$ cat src/rtl/ram_arbiter.sv
// ram_arbiter
//   Shares one asynchronous 32-bit SRAM between an instruction-fetch port and
//   a data port. The data port has fixed priority. Each access is one IDLE
//   grant cycle, WAIT_CYCLES strobe cycles (ACCESS) and one RECOVER cycle.
//   The access completes in RECOVER with a one-cycle ack pulse.
//
// Handshake: a requester raises *_ce_i and holds its address and data stable
//   until it is sampled in IDLE. Everything is latched at that grant edge, so
//   the request may drop afterwards without affecting the access. The *_ack_o
//   pulse marks completion, and read data is valid on *_data_o from that
//   cycle on. A request still high in IDLE after its ack starts a new access.
//
// Ports
//   clk, rst (async, active-low)
//   if_ce_i, if_addr_i, if_data_o, if_ack_o           fetch port (read only)
//   mem_ce_i, mem_we_i, mem_sel_i, mem_addr_i,
//   mem_data_i, mem_data_o, mem_ack_o                 data port
//   stall_req_o                                       pipeline stall request
//   sram_addr_o, sram_data_o, sram_data_i, sram_data_oe_o,
//   sram_ce_n_o, sram_oe_n_o, sram_we_n_o, sram_be_n_o   SRAM pins
module ram_arbiter #(
    parameter int ADDR_W      = 20,
    parameter int WAIT_CYCLES = 2
) (
    input  logic              clk,
    input  logic              rst,
    input  logic              if_ce_i,
    input  logic [31:0]       if_addr_i,
    output logic [31:0]       if_data_o,
    output logic              if_ack_o,
    input  logic              mem_ce_i,
    input  logic              mem_we_i,
    input  logic [3:0]        mem_sel_i,
    input  logic [31:0]       mem_addr_i,
    input  logic [31:0]       mem_data_i,
    output logic [31:0]       mem_data_o,
    output logic              mem_ack_o,
    output logic              stall_req_o,
    output logic [ADDR_W-1:0] sram_addr_o,
    output logic [31:0]       sram_data_o,
    input  logic [31:0]       sram_data_i,
    output logic              sram_data_oe_o,
    output logic              sram_ce_n_o,
    output logic              sram_oe_n_o,
    output logic              sram_we_n_o,
    output logic [3:0]        sram_be_n_o
);

    localparam logic [1:0] ST_IDLE    = 2'd0;
    localparam logic [1:0] ST_ACCESS  = 2'd1;
    localparam logic [1:0] ST_RECOVER = 2'd2;

    localparam logic [3:0] LAST_CNT = 4'(WAIT_CYCLES - 1);

    logic [1:0]  state_q, state_d;
    logic [3:0]  cnt_q, cnt_d;
    logic        grant_mem_q, grant_mem_d;
    logic        we_q, we_d;
    logic [3:0]  sel_q, sel_d;
    logic [31:0] addr_q, addr_d;
    logic [31:0] wdata_q, wdata_d;
    logic [31:0] if_data_q, if_data_d;
    logic [31:0] mem_data_q, mem_data_d;

    logic in_access;
    logic in_recover;

    // Only addr_q[ADDR_W+1:2] reaches the SRAM; the byte offset and any
    // bits above the SRAM size are intentionally dropped.
    logic unused_addr_bits;
    assign unused_addr_bits = ^addr_q;

    always_comb begin
        state_d     = state_q;
        cnt_d       = cnt_q;
        grant_mem_d = grant_mem_q;
        we_d        = we_q;
        sel_d       = sel_q;
        addr_d      = addr_q;
        wdata_d     = wdata_q;
        if_data_d   = if_data_q;
        mem_data_d  = mem_data_q;

        case (state_q)
            ST_IDLE: begin
                if (mem_ce_i) begin
                    grant_mem_d = 1'b1;
                    we_d        = mem_we_i;
                    sel_d       = mem_sel_i;
                    addr_d      = mem_addr_i;
                    wdata_d     = mem_data_i;
                    cnt_d       = 4'd0;
                    state_d     = ST_ACCESS;
                end else if (if_ce_i) begin
                    grant_mem_d = 1'b0;
                    we_d        = 1'b0;
                    sel_d       = 4'hF;
                    addr_d      = if_addr_i;
                    cnt_d       = 4'd0;
                    state_d     = ST_ACCESS;
                end
            end
            ST_ACCESS: begin
                if (cnt_q == LAST_CNT) begin
                    cnt_d   = 4'd0;
                    state_d = ST_RECOVER;
                    // Read data is captured on the last strobe edge, while
                    // oe_n is still low, so the SRAM output is settled.
                    if (!we_q) begin
                        if (grant_mem_q) begin
                            mem_data_d = sram_data_i;
                        end else begin
                            if_data_d = sram_data_i;
                        end
                    end
                end else begin
                    cnt_d = cnt_q + 4'd1;
                end
            end
            ST_RECOVER: begin
                state_d = ST_IDLE;
            end
            default: begin
                state_d = ST_IDLE;
            end
        endcase
    end

    always_ff @(posedge clk or negedge rst) begin
        if (!rst) begin
            state_q     <= ST_IDLE;
            cnt_q       <= 4'd0;
            grant_mem_q <= 1'b0;
            we_q        <= 1'b0;
            sel_q       <= 4'h0;
            addr_q      <= 32'h0;
            wdata_q     <= 32'h0;
            if_data_q   <= 32'h0;
            mem_data_q  <= 32'h0;
        end else begin
            state_q     <= state_d;
            cnt_q       <= cnt_d;
            grant_mem_q <= grant_mem_d;
            we_q        <= we_d;
            sel_q       <= sel_d;
            addr_q      <= addr_d;
            wdata_q     <= wdata_d;
            if_data_q   <= if_data_d;
            mem_data_q  <= mem_data_d;
        end
    end

    // Strobes and acks decode straight from state_q, so an asynchronous
    // reset releases the SRAM bus immediately and kills any pending ack.
    assign in_access  = (state_q == ST_ACCESS);
    assign in_recover = (state_q == ST_RECOVER);

    assign sram_ce_n_o    = ~in_access;
    assign sram_oe_n_o    = ~(in_access & ~we_q);
    assign sram_we_n_o    = ~(in_access & we_q);
    assign sram_be_n_o    = in_access ? (we_q ? ~sel_q : 4'b0000) : 4'b1111;
    assign sram_data_oe_o = in_access & we_q;
    assign sram_data_o    = wdata_q;
    assign sram_addr_o    = addr_q[ADDR_W+1:2];

    assign if_ack_o   = in_recover & ~grant_mem_q;
    assign mem_ack_o  = in_recover & grant_mem_q;
    assign if_data_o  = if_data_q;
    assign mem_data_o = mem_data_q;

    assign stall_req_o = (if_ce_i & ~if_ack_o) | (mem_ce_i & ~mem_ack_o);

endmodule
$ cat config.mk
export PLATFORM = sky130hd
export DESIGN_NAME = ram_arbiter
export DESIGN_NICKNAME = d
export VERILOG_FILES = /design/src/rtl/ram_arbiter.sv
export SDC_FILE = /design/constraint.sdc
export NUM_CORES = 1
export LEC_CHECK = 0
export CAP_MARGIN = 40
export CORE_ASPECT_RATIO = 0.5
export CORE_MARGIN = 8
export CORE_UTILIZATION = 35
export CTS_CLUSTER_SIZE = 24
export DETAILED_ROUTE_END_ITERATION = 7
export DONT_BUFFER_PORTS = 1
export PLACE_DENSITY = 0.48
export SYNTH_ARGS = -nofsm -noshare
export SYNTH_HDL_FRONTEND = slang
export SYNTH_SLANG_ARGS = --single-unit
$ cat constraint.sdc
create_clock -name clk -period 5.07 [get_ports clk]
set_clock_uncertainty 0.1 [all_clocks]
set_input_delay 0.7605 -clock clk [delete_from_list [all_inputs] [get_ports clk]]
set_output_delay 0.7605 -clock clk [all_outputs]
set_load 0.02 [all_outputs]
# == Yosys cells after proc, flatten, opt, wreduce, memory -nomap -nowiden ==
# Cells that the tools add are included.
# classes
addsub,1
eq_ne,5
n_mux,17
bitwise_logic,15
n_reduce_logical,9
# op_table
operator,n
two-way mux 22 bit,2
two-way mux 4 bit,7
one-hot mux 4 bit (2 select lines),1
AND reduction 2 bit,4
AND reduction 4 bit,2
inverter 1 bit,7
bitwise AND 1 bit,6
two-way mux 2 bit,3
"adder 4 x 1 -> 4 bit, second input constant",1
"== test 4 x 1 -> 1 bit, second input constant",1
inverter 4 bit,1
one-hot mux 2 bit (2 select lines),1
nonzero test 2 bit,2
two-way mux 1 bit,3
"inequality test 3 bit, second input constant",1
"== test 2 x 1 -> 1 bit, second input constant",1
"== test 2 bit, second input constant",1
logical NOT 2 bit,1
"inequality test 2 x 1 -> 1 bit, second input constant",1
bitwise OR 1 bit,1
# totals
regBits,130
in_bits,137
out_inout_bits,127

# == Logic depth before layout (Yosys ltp) ==
# Gate-level depths: netlist of the first run.
# logic_depth
word_depth,5
ltp_mapped,8

# == Worst setup path after synthesis of the first run ==
# Ideal clock, no wire load.
# synth_timing
path_type,register -> output
start,register state_q[1]
end,output stall_req_o
arrival_time_ps,1528
t_required_ps,4209
path_slack_ps,2681
path_stages_with_launch,4
path_buffers,1
cell_sequence,dfrtp_1 > clkbuf_1 > nor3b_1 > o22ai_1
# synth_via
elab_chain_cells,5
elab_cells_between_ends,8
classes_between,eq/ne (1); bitwise (7)
# synth_rtl
element,line_no,text
from (decl),55,"logic [1:0] state_q, state_d;"
from (signal assigned),141,state_q <= state_d;
== test 2 bit,156,assign in_recover = (state_q == ST_RECOVER);
bitwise AND 1 bit,167,assign mem_ack_o = in_recover & grant_mem_q;
net mem_ack_o,37,"output logic mem_ack_o,"
inverter 1 bit,171,assign stall_req_o = (if_ce_i & ~if_ack_o) | (mem_ce_i & ~mem_ack_o);
bitwise AND 1 bit,171,
bitwise OR 1 bit,171,
to (decl),38,"output logic stall_req_o,"
# The timed path passes the listed nets, and every way through them passes these cells.

# == Worst setup path in the final report of the first run ==
# layout_timing
start,register state_q[0]
end,output sram_data_oe_o
# layout_via
elab_chain_cells,2
# layout_rtl
element,line_no,text
== test 2 x 1 -> 1 bit,155,assign in_access = (state_q == ST_ACCESS);
bitwise AND 1 bit,162,assign sram_data_oe_o = in_access & we_q;
to (decl),42,"output logic sram_data_oe_o,"
# No other way between the ends.

==> impl_summary.txt, run 1 <==
----------------------------------------------------
[Job]
  Max-Cap Viols ... 0

[Timing]
  RSZ-0062 raised after global routing ... false
  Slew @ Worst Pin ... roughly 0.73 ns
  Number of failing hold endpoints at the final stage ... 0
  Headroom to the max-slew limit ... 0.506
  Setup violations, final ... 0
  Setup WS post-layout ... 2.47 ns
  Fmax achieved ... around 0.39 GHz
  Tmin final ... 2.60 ns
  Worst hold slack ... between 0.15 and 0.2 ns
  Max Transition Viols Final ... 0
  Total Neg Setup Slack ... 0 ns
  Final period utilization ... 0.512

[Clocking]
  Post_cts resized ... 0
  Clock-pin slew on the worst setup and hold paths ... 0.06 ns
  Number of setup buffers added after CTS ... 0
  Buffers from clock root to sink, at most ... 2
  Hold-fix buffers at CTS ... 1
  TritonCTS clock tree ... yes
  Clock buffers created by TritonCTS ... 17
  Clock tree root buffer cell ... clkbuf_16
  Clk Latency, worst-skew pair ... 0.40 ns
  Clock Sinks ... around 130
  Count of H-tree levels built during CTS ... 4

[Logic synthesis]
  Yosys warns ... 0
  EDFF count, synth ... 0
  Count of state elements after synthesis ... 128
  Post-Synth Simple-Gate Area ... 0.0221
  Main combinational cell family by area after synthesis ... multiplexers
  Post-Synthesis Cells ... 333
  Number of nets in the synthesized netlist ... approximately 470
  Asr flop ratio synth ... 1.00
  Number of different library cells in the post-synthesis netlist ... 26
  Avg Cell Area, Syn ... 15.8 um^2
  Post-synthesis instance area ... 5280 um^2
  Synth Flop Type ... dfrtp_1
  Synthesized-area fraction occupied by ao, oa, aoi and oai cells ... 0.0256
  Part of the Yosys area used for sequential elements ... 0.607
  Adder-Cell Fraction of Synth Area ... 0.00474
  Parity-gate share of the synthesized area counting xor and xnor cells ... 0
  Multiplexer share of the synthesized area ... 0.312

[Worst setup path]
  Combined buffer and inverter count along the critical path ... 1
  Required time at the endpoint of the critical path ... 4.21 ns
  CP max stage cell ... dfrtp_1
  Capture point of the worst reg-to-reg path ... mem_data_o[25]
  Slowest Stage Delay on Critical Path ... ~0.48 ns
  Endpoint of the most critical setup path ... sram_data_oe_o
  Maximum fanout along the worst path ... 9
  Type of element launching the critical path ... register
  Logic depth of the worst path, buffers included ... 3
  Kind of cell adding the most delay to the critical path ... simple AND/OR/NAND/NOR gates
  Reg2reg setup slack ... 2.57 ns
  Reg2reg start ... state_q[0]
  Startpoint of the most critical setup path ... state_q[0]
  Category of the worst setup path capture point ... output pin
  Type of the worst setup path ... reg -> out
  Cells on worst reg2reg path ... 4
  Data arrival time of the critical path ... ~1.7 ns
  Cell-by-cell listing of the critical path ... nor2b_2 -> nand2_1 -> inv_1

[GRT]
  Total global routing track utilization ... 0.128
  Largest net degree at the start of global routing ... roughly 130
  Global-route congestion overflow total ... 0
  Number of global-route vias before repair ... 3,197
  Wire length of the first global-routing pass ... 19,200 um
  Initial antenna violation count ... 0

[Layout]
  Area of combinational cells with multiple inputs ... around 1900 um^2
  Layout fillers ... 1,332
  Final #Nets ... between 400 and 500
  Finished Layout Cells ... 550
  Share of post-route cells with drive strength above 1 ... 0.509
  Diode insertion count for antenna repair ... 0
  Area taken by flip-flops and latches ... 3200 um^2
  Area growth syn-to-layout ... 15.5%

[Pwr]
  Pwr Density ... about 800 nW/um^2
  Leakage power ... 2.66 nW
  Post-layout power ... 4.90 mW
  Peak supply drop ... 0.284 mV

[Floorplan]
  Initial Util ... 0.362
  Chip height ... 103 um
  Die width ... 190 um
  Core area ... 14,600 um^2
  Area of the die ... 19,500 um^2
  Ports placed on the boundary ... between 200 and 300
  Total number of placement rows ... 31

[Routing]
  Remaining antenna violation count ... 0
  Drc violations ... 0
  Sum of routed wire length over all layers ... 12,600 um
  Number of detailed-route iterations in the first pass ... 4
  Via count ... 2,742
  Starting DRT DRC Count ... 75
  Mean routed wirelength per cell ... 22.9 um
  Detail-routed via count per cell ... 4.99

[Placement]
  Placement Setup Slack ... roughly 2.6 ns
  Number of buffers added on ports ... 0
  HPWL reported at the end of detailed placement ... roughly 9000 um
  Placed cell count ... around 520
  Routability-driven placement congestion ratio ... 0.709

[Run status]
  Outcome ... complete, no violations

[Worst hold path]
  Worst hold path class ... in -> async

----------------------------------------------------
-- placed cells by master, fill, tap and decap left out --
| cell | Yosys | final |
|---|---|---|
| dfrtp_1 | 128 | 128 |
| mux2_2 | 106 | 106 |
| mux2_4 | 30 | 30 |
| clkbuf_16 | 0 | 17 |
| o21ai_0 | 11 | 11 |
| inv_1 | 7 | 7 |
| nand2_1 | 5 | 5 |
| o22a_1 | 4 | 4 |
| nor3b_1 | 3 | 3 |
| clkinvlp_4 | 0 | 3 |
| bufinv_16 | 0 | 3 |
| buf_4 | 0 | 3 |
| o22ai_1 | 2 | 2 |
| nor2_1 | 2 | 2 |
| nand3_1 | 2 | 2 |
| ha_1 | 2 | 2 |
| clkbuf_8 | 0 | 2 |
| clkinv_2 | 0 | 2 |
| clkinv_4 | 0 | 2 |
| inv_6 | 0 | 2 |
| buf_2 | 10 | 2 |
| nor2b_2 | 1 | 1 |
| inv_2 | 1 | 1 |
| nor3_2 | 0 | 1 |
| or3b_1 | 1 | 1 |
| nor4_4 | 0 | 1 |
| nor3_1 | 2 | 1 |
| or4_4 | 1 | 1 |
| a21boi_2 | 0 | 1 |
| nand2b_1 | 1 | 1 |
| a311oi_1 | 1 | 1 |
| a22o_1 | 1 | 1 |
| o31ai_1 | 1 | 1 |
| clkbuf_1 | 4 | 1 |
| buf_16 | 0 | 1 |
-- how the worst min path moves through the flow --
stage | endpoint | slack, ns | depth (start not counted)
3_3_place_gp | addr_q[8] | 0.37 | 0
2_1_floorplan | sel_q[0] | 0.35 | 1
4_1_cts | addr_q[6] | 0.25 | 1
6_report | addr_q[4] | 0.15 | 1
5_1_grt | addr_q[4] | 0.23 | 1
3_5_place_dp | addr_q[8] | 0.37 | 0
-- cell usage after synthesis, types with 3 or more instances --
cell type	count	area, um^2
nand2_1	5	18.8
o22a_1	4	35.0
mux2_2	106	1190
mux2_4	30	450
clkbuf_1	4	15.0
nor3b_1	3	22.5
o21ai_0	11	55.1
inv_1	7	26.3
buf_2	10	50.1
dfrtp_1	128	3200
buf_6	5	56.3
-- where the power goes --
group	total (mW)	leakage (nW)	internal, mW	switching (mW)
clock	1.27	0.293	0.803	0.465
combinational	1.08	0.854	0.637	0.438
sequential	2.55	1.51	1.53	1.02
-- metal layers --
metal  up-vias  track usage  wire length (um)
li1       1197            -                 -
met5         -            0                 0
met3         9       0.0692              1400
met4         0       0.0496               118
met1      1414        0.135              4550
met2       122        0.215              6510
-- cell families (layout without fill, tap and decap cells) --
logic type / Yosys count / in the layout
adders and majority gates: 2 / 2
and+or+nand+nor: 19 / 19
muxes: 136 / 136
DFF: 128 / 128
AOI/OAI and AO/OA: 21 / 21
buffers and inverters: 27 / 46
-- area by class of cell --
| class | count | share of cell area |
|---|---|---|
| Clock buffer | 20 | 0.0749 |
| Clock inverter | 12 | 0.0259 |
| Inverter | 8 | 0.00493 |
| Multi-Input combinational cell | 178 | 0.318 |
| Sequential cell | 128 | 0.526 |
| Tap cell | 198 | 0.0407 |
| Timing Repair Buffer | 6 | 0.00986 |
-- sequential cells by signal, summed over array words and instances, names as in the netlist --
name / cells
addr_q: 20
cnt_q: 4
grant_mem_q: 1
if_data_o: 32
mem_data_o: 32
sel_q: 4
sram_data_o: 32
state_q: 2
we_q: 1
-- through the flow --
stage	utilization	area (um^2)
after global placement	0.373	5440
after floorplan	-	5280
after global routing	0.418	6090
after detailed placement	0.374	5450
final	0.418	6090
after CTS	0.418	6090
-- worst register-to-register path: stages, from the launching register on --
cell and delay (ns):
dfrtp_1 0.48, nor2b_2 0.38, inv_2 0.18, or4_4 0.82
mux2_4 0.42
(Power assumes the default switching activity.)
==> run 2: changes to the inputs <==
ABC_AREA = 1   (was not set)
clock period = 2.45 ns   (was 5.07 ns; I/O delays follow)
==> impl_summary.txt, run 2 <==
----------------------------------------------------
[Worst setup path]
  Type of the worst setup path ... reg -> out (unchanged)
  Data arrival time of the critical path ... 1.62 ns (was 1.73 ns)
  Category of the worst setup path capture point ... output pin (unchanged)
  Type of element launching the critical path ... register (unchanged)
  Required time at the endpoint of the critical path ... 1.98 ns (was 4.21 ns)
  Maximum fanout along the worst path ... 9 (unchanged)

[Floorplan]
  Total number of placement rows ... 32 (was 31)
  Ports placed on the boundary ... 264 (unchanged)
  Area of the die ... 20,000 um^2 (was 19,500 um^2)
  Die width ... 192 um (was 190 um)
  Core area ... 15,300 um^2 (was 14,600 um^2)
  Chip height ... 104 um (was 103 um)
  Initial Util ... 0.355 (was 0.362)

[Logic synthesis]
  Synth Flop Type ... dfrtp_1 (unchanged)
  Top cells by instance count after synthesis ... nand2_1, dfrtp_1, nand3_1, o21ai_0, nor2_1 (was dfrtp_1, mux2_2, mux2_4, o21ai_0, buf_2)
  Post-synth top area share ... 0.589 (was 0.607)
  Cell types occupying the most area after synthesis ... dfrtp_1, nand2_1, nand3_1 (was dfrtp_1, mux2_2, mux2_4)
  Part of the Yosys area used for sequential elements ... 0.589 (was 0.607)
  Post-Synthesis Cells ... 641 (was 333)
  EDFF count, synth ... 0 (unchanged)
  Post-synthesis instance area ... 5440 um^2 (was 5280 um^2)
  Biggest area consumer among synthesized cells ... dfrtp_1 (unchanged)
  Count of state elements after synthesis ... 128 (unchanged)
  Cell with the most instances after synthesis ... nand2_1 (was dfrtp_1)
  Avg Cell Area, Syn ... 8.48 um^2 (was 15.8 um^2)
  Number of different library cells in the post-synthesis netlist ... 21 (was 26)
  Yosys warns ... 0 (unchanged)
  Number of nets in the synthesized netlist ... 780 (was 472)
  Asr flop ratio synth ... 1.00 (unchanged)

[Layout]
  Final #Nets ... 846 (was 478)
  Layout fillers ... 1,521 (was 1,332)
  Leading cell type in the layout, fill and taps excluded ... nand2_1 (was dfrtp_1)
  Area of combinational cells with multiple inputs ... 1980 um^2 (was 1940 um^2)
  Area growth syn-to-layout ... 26.3% (was 15.5%)
  Area taken by flip-flops and latches ... 3200 um^2 (unchanged)
  Highest-count cells in the layout ignoring fill and taps ... nand2_1, dfrtp_1, nand3_1 (was dfrtp_1, mux2_2, mux2_4)
  Diode insertion count for antenna repair ... 0 (unchanged)
  Share of post-route cells with drive strength above 1 ... 0.0833 (was 0.509)

[Timing]
  Headroom to the max-slew limit ... 0.447 (was 0.506)
  Number of failing hold endpoints at the final stage ... 128 (was 0)
  Final period utilization ... 0.853
  Setup violations, final ... 0 (unchanged)
  Tmin final ... 2.09 ns
  RSZ-0062 raised after global routing ... false (unchanged)
  Total Neg Setup Slack ... 0 ns (unchanged)
  Max Transition Viols Final ... 0 (unchanged)
  Slew @ Worst Pin ... 0.820 ns (was 0.733 ns)
  Worst hold slack ... -0.441 ns (was 0.154 ns)
  Fmax achieved ... roughly 0.48 GHz

[Routing]
  Drc violations ... 0 (unchanged)
  Sum of routed wire length over all layers ... 16,000 um (was 12,600 um)
  Via count ... 4,412 (was 2,742)
  Starting DRT DRC Count ... 171 (was 75)
  Number of detailed-route iterations in the first pass ... 4 (unchanged)
  Mean routed wirelength per cell ... 17.4 um (was 22.9 um)
  Detail-routed via count per cell ... 4.77 (was 4.99)
  Remaining antenna violation count ... 0 (unchanged)

[GRT]
  Number of global-route vias before repair ... 4,660 (was 3,197)
  Global-route congestion overflow total ... 0 (unchanged)
  Initial antenna violation count ... 0 (unchanged)
  Wire length of the first global-routing pass ... 26,000 um (was 19,200 um)
  Largest net degree at the start of global routing ... 129 (unchanged)
  Total global routing track utilization ... 0.162 (was 0.128)

[Pwr]
  Peak supply drop ... 0.618 mV (was 0.284 mV)
  Post-layout power ... 10.2 mW (was 4.90 mW)
  Pwr Density ... 1490 nW/um^2 (was 803 nW/um^2)
  Leakage power ... 3.44 nW (was 2.66 nW)

[Clocking]
  Clk Latency, worst-skew pair ... 0.40 ns (about the same)
  Count of H-tree levels built during CTS ... 4 (unchanged)
  Clock buffers created by TritonCTS ... 17 (unchanged)
  Number of setup buffers added after CTS ... 0 (unchanged)
  Clock-pin slew on the worst setup and hold paths ... 0.06 ns (about the same)
  Buffers from clock root to sink, at most ... 2 (unchanged)
  Clock tree root buffer cell ... clkbuf_16 (unchanged)
  Post_cts resized ... 0 (unchanged)
  Clock Sinks ... 128 (unchanged)
  TritonCTS clock tree ... yes (unchanged)
  Hold-fix buffers at CTS ... 68 (was 1)

[Worst hold path]
  Worst hold path class ... in -> async (unchanged)

[Placement]
  Number of buffers added on ports ... 0 (unchanged)
  Routability-driven placement congestion ratio ... 0.711 (was 0.709)
  HPWL reported at the end of detailed placement ... 10,600 um (was 8950 um)

[Job]
  Max-Cap Viols ... 0 (unchanged)

[Run status]
  Violated checks ... hold timing
  Outcome ... finished with violations (was complete, no violations)

----------------------------------------------------
==> run 2: worst paths after layout <==
check | start | end | slack, ns | cells past startpoint
max in group asynchronous | rst | if_data_o[22] | 2.51 | 0
min reg2reg | sel_q[2] | sel_q[2] | 0.39 | 2
max | state_q[1] | sram_be_n_o[0] | 0.36 | 4
min in group clk | mem_data_i[20] | sram_data_o[20] | 0.02 | 2
max reg2reg | state_q[0] | sram_data_o[13] | 0.50 | 5
min | rst | addr_q[9] | -0.44 | 0
==> run 2: through the flow <==
step	area, um^2	cells	worst slack [ns]	util
2_1_floorplan	5440	641	0.725	-
3_3_place_gp	5590	824	0.719	0.366
3_5_place_dp	5590	824	0.680	0.366
4_1_cts	6860	924	0.318	0.449
5_1_grt	6860	924	0.253	0.449
6_report	6860	924	0.359	0.449
==> run 2: worst max-delay path, cell delays in order (launching register included) <==
cell and delay, ns:
dfrtp_1 0.42, inv_1 0.14, nand2_4 0.14, inv_2 0.18
o21ai_0 0.34
==> run 2: cell type report <==
type / count / area share
multi-input combinational: 467 / 0.289
inverter: 10 / 0.00547
clock inverter: 13 / 0.0201
timing repair buffer: 83 / 0.116
tap: 204 / 0.0372
sequential: 128 / 0.467
clock buffer: 19 / 0.0660
==> run 2: where the power goes <==
group	switching (mW)	leakage (nW)	internal, mW	total, mW
Sequential	2.00	1.57	3.14	5.14
Clock	0.950	0.285	1.55	2.50
Combinational	1.77	1.59	0.834	2.61
Total	4.72	3.44	5.53	10.2
==> run 2: logic make-up (layout without fill, tap and decap cells) <==
family,after synthesis,after routing,share of synthesized area
simple gates,422,422,0.320
flops,128,128,0.589
buf+inv,46,125,0.0458
compound gates,43,43,0.0403
fa+ha+maj,2,2,0.00460
==> run 2: per-layer routing <==
layer / routed length (um) / up-vias / track usage
met3: 1220 / 8 / 0.0596
met1: 6800 / 2121 / 0.200
li1: - / 2162 / -
met4: 107 / 0 / 0.0380
met5: 0 / - / 0
met2: 7910 / 121 / 0.265
==> run 3: changes to the inputs <==
CELL_PAD_IN_SITES_DETAIL_PLACEMENT = 2   (was not set)
CELL_PAD_IN_SITES_GLOBAL_PLACEMENT = 2   (was not set)
CORE_UTILIZATION = 34   (was 35)
PLACE_DENSITY = 0.77   (was 0.48)
SLEW_MARGIN = 10   (was not set)
==> impl_summary.txt, run 3 (synthesis results as in run 2) <==
----------------------------------------------------
[GRT]
  Met1 routing resource usage after global routing ... 0.218 (was 0.200)
  Total global routing track utilization ... 0.197 (was 0.162)
  Initial antenna violation count ... 1 (was 0)
  Largest net degree at the start of global routing ... 129 (unchanged)
  Met3 Resource Use GR ... 0.0746 (was 0.0596)
  Global-route met2 utilization ... 0.348 (was 0.265)
  Number of global-route vias before repair ... 5,389 (was 4,660)
  Global-route congestion overflow total ... 0 (unchanged)
  Most congested layer reported by global routing ... met2 (unchanged)
  Wire length of the first global-routing pass ... 31,900 um (was 26,000 um)

[Clocking]
  Clock-pin slew on the worst setup and hold paths ... 0.06 ns (about the same)
  Clk Latency, worst-skew pair ... 0.41 ns (was 0.40 ns)
  Count of H-tree levels built during CTS ... 4 (unchanged)
  Post_cts resized ... 0 (unchanged)
  Number of setup buffers added after CTS ... 0 (unchanged)
  TritonCTS clock tree ... yes (unchanged)
  Buffers from clock root to sink, at most ... 2 (unchanged)
  Clock buffers created by TritonCTS ... 17 (unchanged)
  Hold-fix buffers at CTS ... 61 (was 68)
  Clock Sinks ... 128 (unchanged)
  Clock tree root buffer cell ... clkbuf_16 (unchanged)

[Placement]
  Number of buffers added on ports ... 0 (unchanged)
  Placed cell count ... 820 (was 824)
  Routability-driven placement congestion ratio ... 0.707 (was 0.711)
  Placed Instance Area ... 5580 um^2 (was 5590 um^2)
  HPWL reported at the end of detailed placement ... 12,700 um (was 10,600 um)

[Layout]
  Final non-filler cell area ... 6820 um^2 (was 6860 um^2)
  Share of post-route cells with drive strength above 1 ... 0.0776 (was 0.0833)
  Finished Layout Cells ... 914 (was 924)
  Highest-count cells in the layout ignoring fill and taps ... nand2_1, dfrtp_1, nand3_1 (unchanged)
  Final #Nets ... 835 (was 846)
  Area growth syn-to-layout ... 25.6% (was 26.3%)
  Leading cell type in the layout, fill and taps excluded ... nand2_1 (unchanged)

[Routing]
  Detail-routed via count per cell ... 5.14 (was 4.77)
  Sum of routed wire length over all layers ... 20,100 um (was 16,000 um)
  Remaining antenna violation count ... 0 (unchanged)
  Starting DRT DRC Count ... 121 (was 171)
  Mean routed wirelength per cell ... 22.0 um (was 17.4 um)
  Drc violations ... 0 (unchanged)
  Via count ... 4,702 (was 4,412)
  Number of detailed-route iterations in the first pass ... 4 (unchanged)

[Timing]
  Setup violations, final ... 0 (unchanged)
  Max Transition Viols Final ... 0 (unchanged)
  Number of failing hold endpoints at the final stage ... 128 (unchanged)
  Headroom to the max-slew limit ... 0.436 (was 0.447)
  Total Neg Setup Slack ... 0 ns (unchanged)
  Fmax achieved ... 0.453 GHz (was 0.478 GHz)
  Slew @ Worst Pin ... 0.837 ns (was 0.820 ns)
  Final period utilization ... 0.901 (was 0.853)
  RSZ-0062 raised after global routing ... false (unchanged)
  Worst hold slack ... -0.443 ns (was -0.441 ns)
  Tmin final ... 2.21 ns (was 2.09 ns)

[Pwr]
  Leakage power ... 3.43 nW (was 3.44 nW)
  Post-layout power ... 10.7 mW (was 10.2 mW)
  Peak supply drop ... 0.607 mV (was 0.618 mV)
  Pwr Density ... 1570 nW/um^2 (was 1490 nW/um^2)

[Floorplan]
  Area of the die ... 20,500 um^2 (was 20,000 um^2)
  Initial Util ... 0.350 (was 0.355)
  Total number of placement rows ... 32 (unchanged)
  Ports placed on the boundary ... 264 (unchanged)
  Core area ... 15,500 um^2 (was 15,300 um^2)
  Chip height ... 105 um (was 104 um)
  Die width ... 195 um (was 192 um)

[Worst setup path]
  Slowest Stage Delay on Critical Path ... 0.42 ns (about the same)
  Maximum fanout along the worst path ... 8 (was 9)
  Cells on worst reg2reg path ... 5 (unchanged)
  Data arrival time of the critical path ... 1.74 ns (was 1.62 ns)
  Capture point of the worst reg-to-reg path ... sram_data_o[20] (was sram_data_o[13])
  Required time at the endpoint of the critical path ... 1.98 ns (about the same)
  Reg2reg setup slack ... 0.46 ns (was 0.50 ns)
  Type of the worst setup path ... reg -> out (unchanged)
  Category of the worst setup path capture point ... output pin (unchanged)
  Type of element launching the critical path ... register (unchanged)
  Reg2reg start ... state_q[0] (unchanged)
  Startpoint of the most critical setup path ... state_q[1] (unchanged)
  Endpoint of the most critical setup path ... sram_we_n_o (was sram_be_n_o[0])
  CP most frequent cell ... inv_1
  CP max stage cell ... dfrtp_1 (unchanged)
  Cell-by-cell listing of the critical path ... inv_1 -> nand2_4 -> nor2_1 -> inv_1 (was inv_1 -> nand2_4 -> inv_2 -> o21ai_0)

[Job]
  Max-Cap Viols ... 0 (unchanged)

[Worst hold path]
  Worst hold path class ... in -> async (unchanged)

[Run status]
  Violated checks ... hold timing (unchanged)
  Outcome ... finished with violations (unchanged)

----------------------------------------------------
==> run 3: worst max-delay path: cells and delay by family (launching register included) <==
kind	cells	cell delay (ns)
AND/OR/NAND/NOR	2	0.54
buffers and inverters	2	0.36
flip-flops	1	0.42
==> run 3: cell type report <==
| cell class | count | area [um^2] |
|---|---|---|
| clock inverter | 13 | 186 |
| tap | 204 | 255 |
| fill | 1685 | 8710 |
| antenna | 1 | 2.50 |
| sequential | 128 | 3200 |
| multi-input combinational | 467 | 1980 |
| inverter | 10 | 37.5 |
| clock buffer | 19 | 443 |
| timing repair buffer | 72 | 713 |
==> run 3: per-stage QoR <==
stage / setup WS [ns] / utilization
6_report: 0.243 / 0.439
5_1_grt: 0.141 / 0.439
4_1_cts: 0.209 / 0.439
3_5_place_dp: 0.545 / 0.359
3_3_place_gp: 0.550 / 0.358
2_1_floorplan: 0.725 / -
==> run 3: metal layers <==
metal	share of wire	up-vias	wire [um]
li1	-	2143	-
met1	0.39	2401	7910
met2	0.51	136	10300
met3	0.078	22	1570
met4	0.017	0	340
met5	0	-	0
==> run 3: worst min-delay path by stage <==
stage                       to  cells past startpoint  start  slack [ns]
floorplan           addr_q[10]                      0    rst       -0.03
global placement     addr_q[6]                      0    rst       -0.02
detailed placement   addr_q[5]                      0    rst       -0.02
CTS                  addr_q[2]                      0    rst       -0.47
global route        addr_q[15]                      0    rst       -0.47
finish               addr_q[5]                      0    rst       -0.44
==> run 3: power breakdown <==
group	leakage (nW)	internal [mW]	switching [mW]	total, mW
registers	1.57	3.14	2.10	5.24
logic	1.55	0.800	1.97	2.77
clock network	0.307	1.74	0.981	2.72
total	3.43	5.67	5.05	10.7
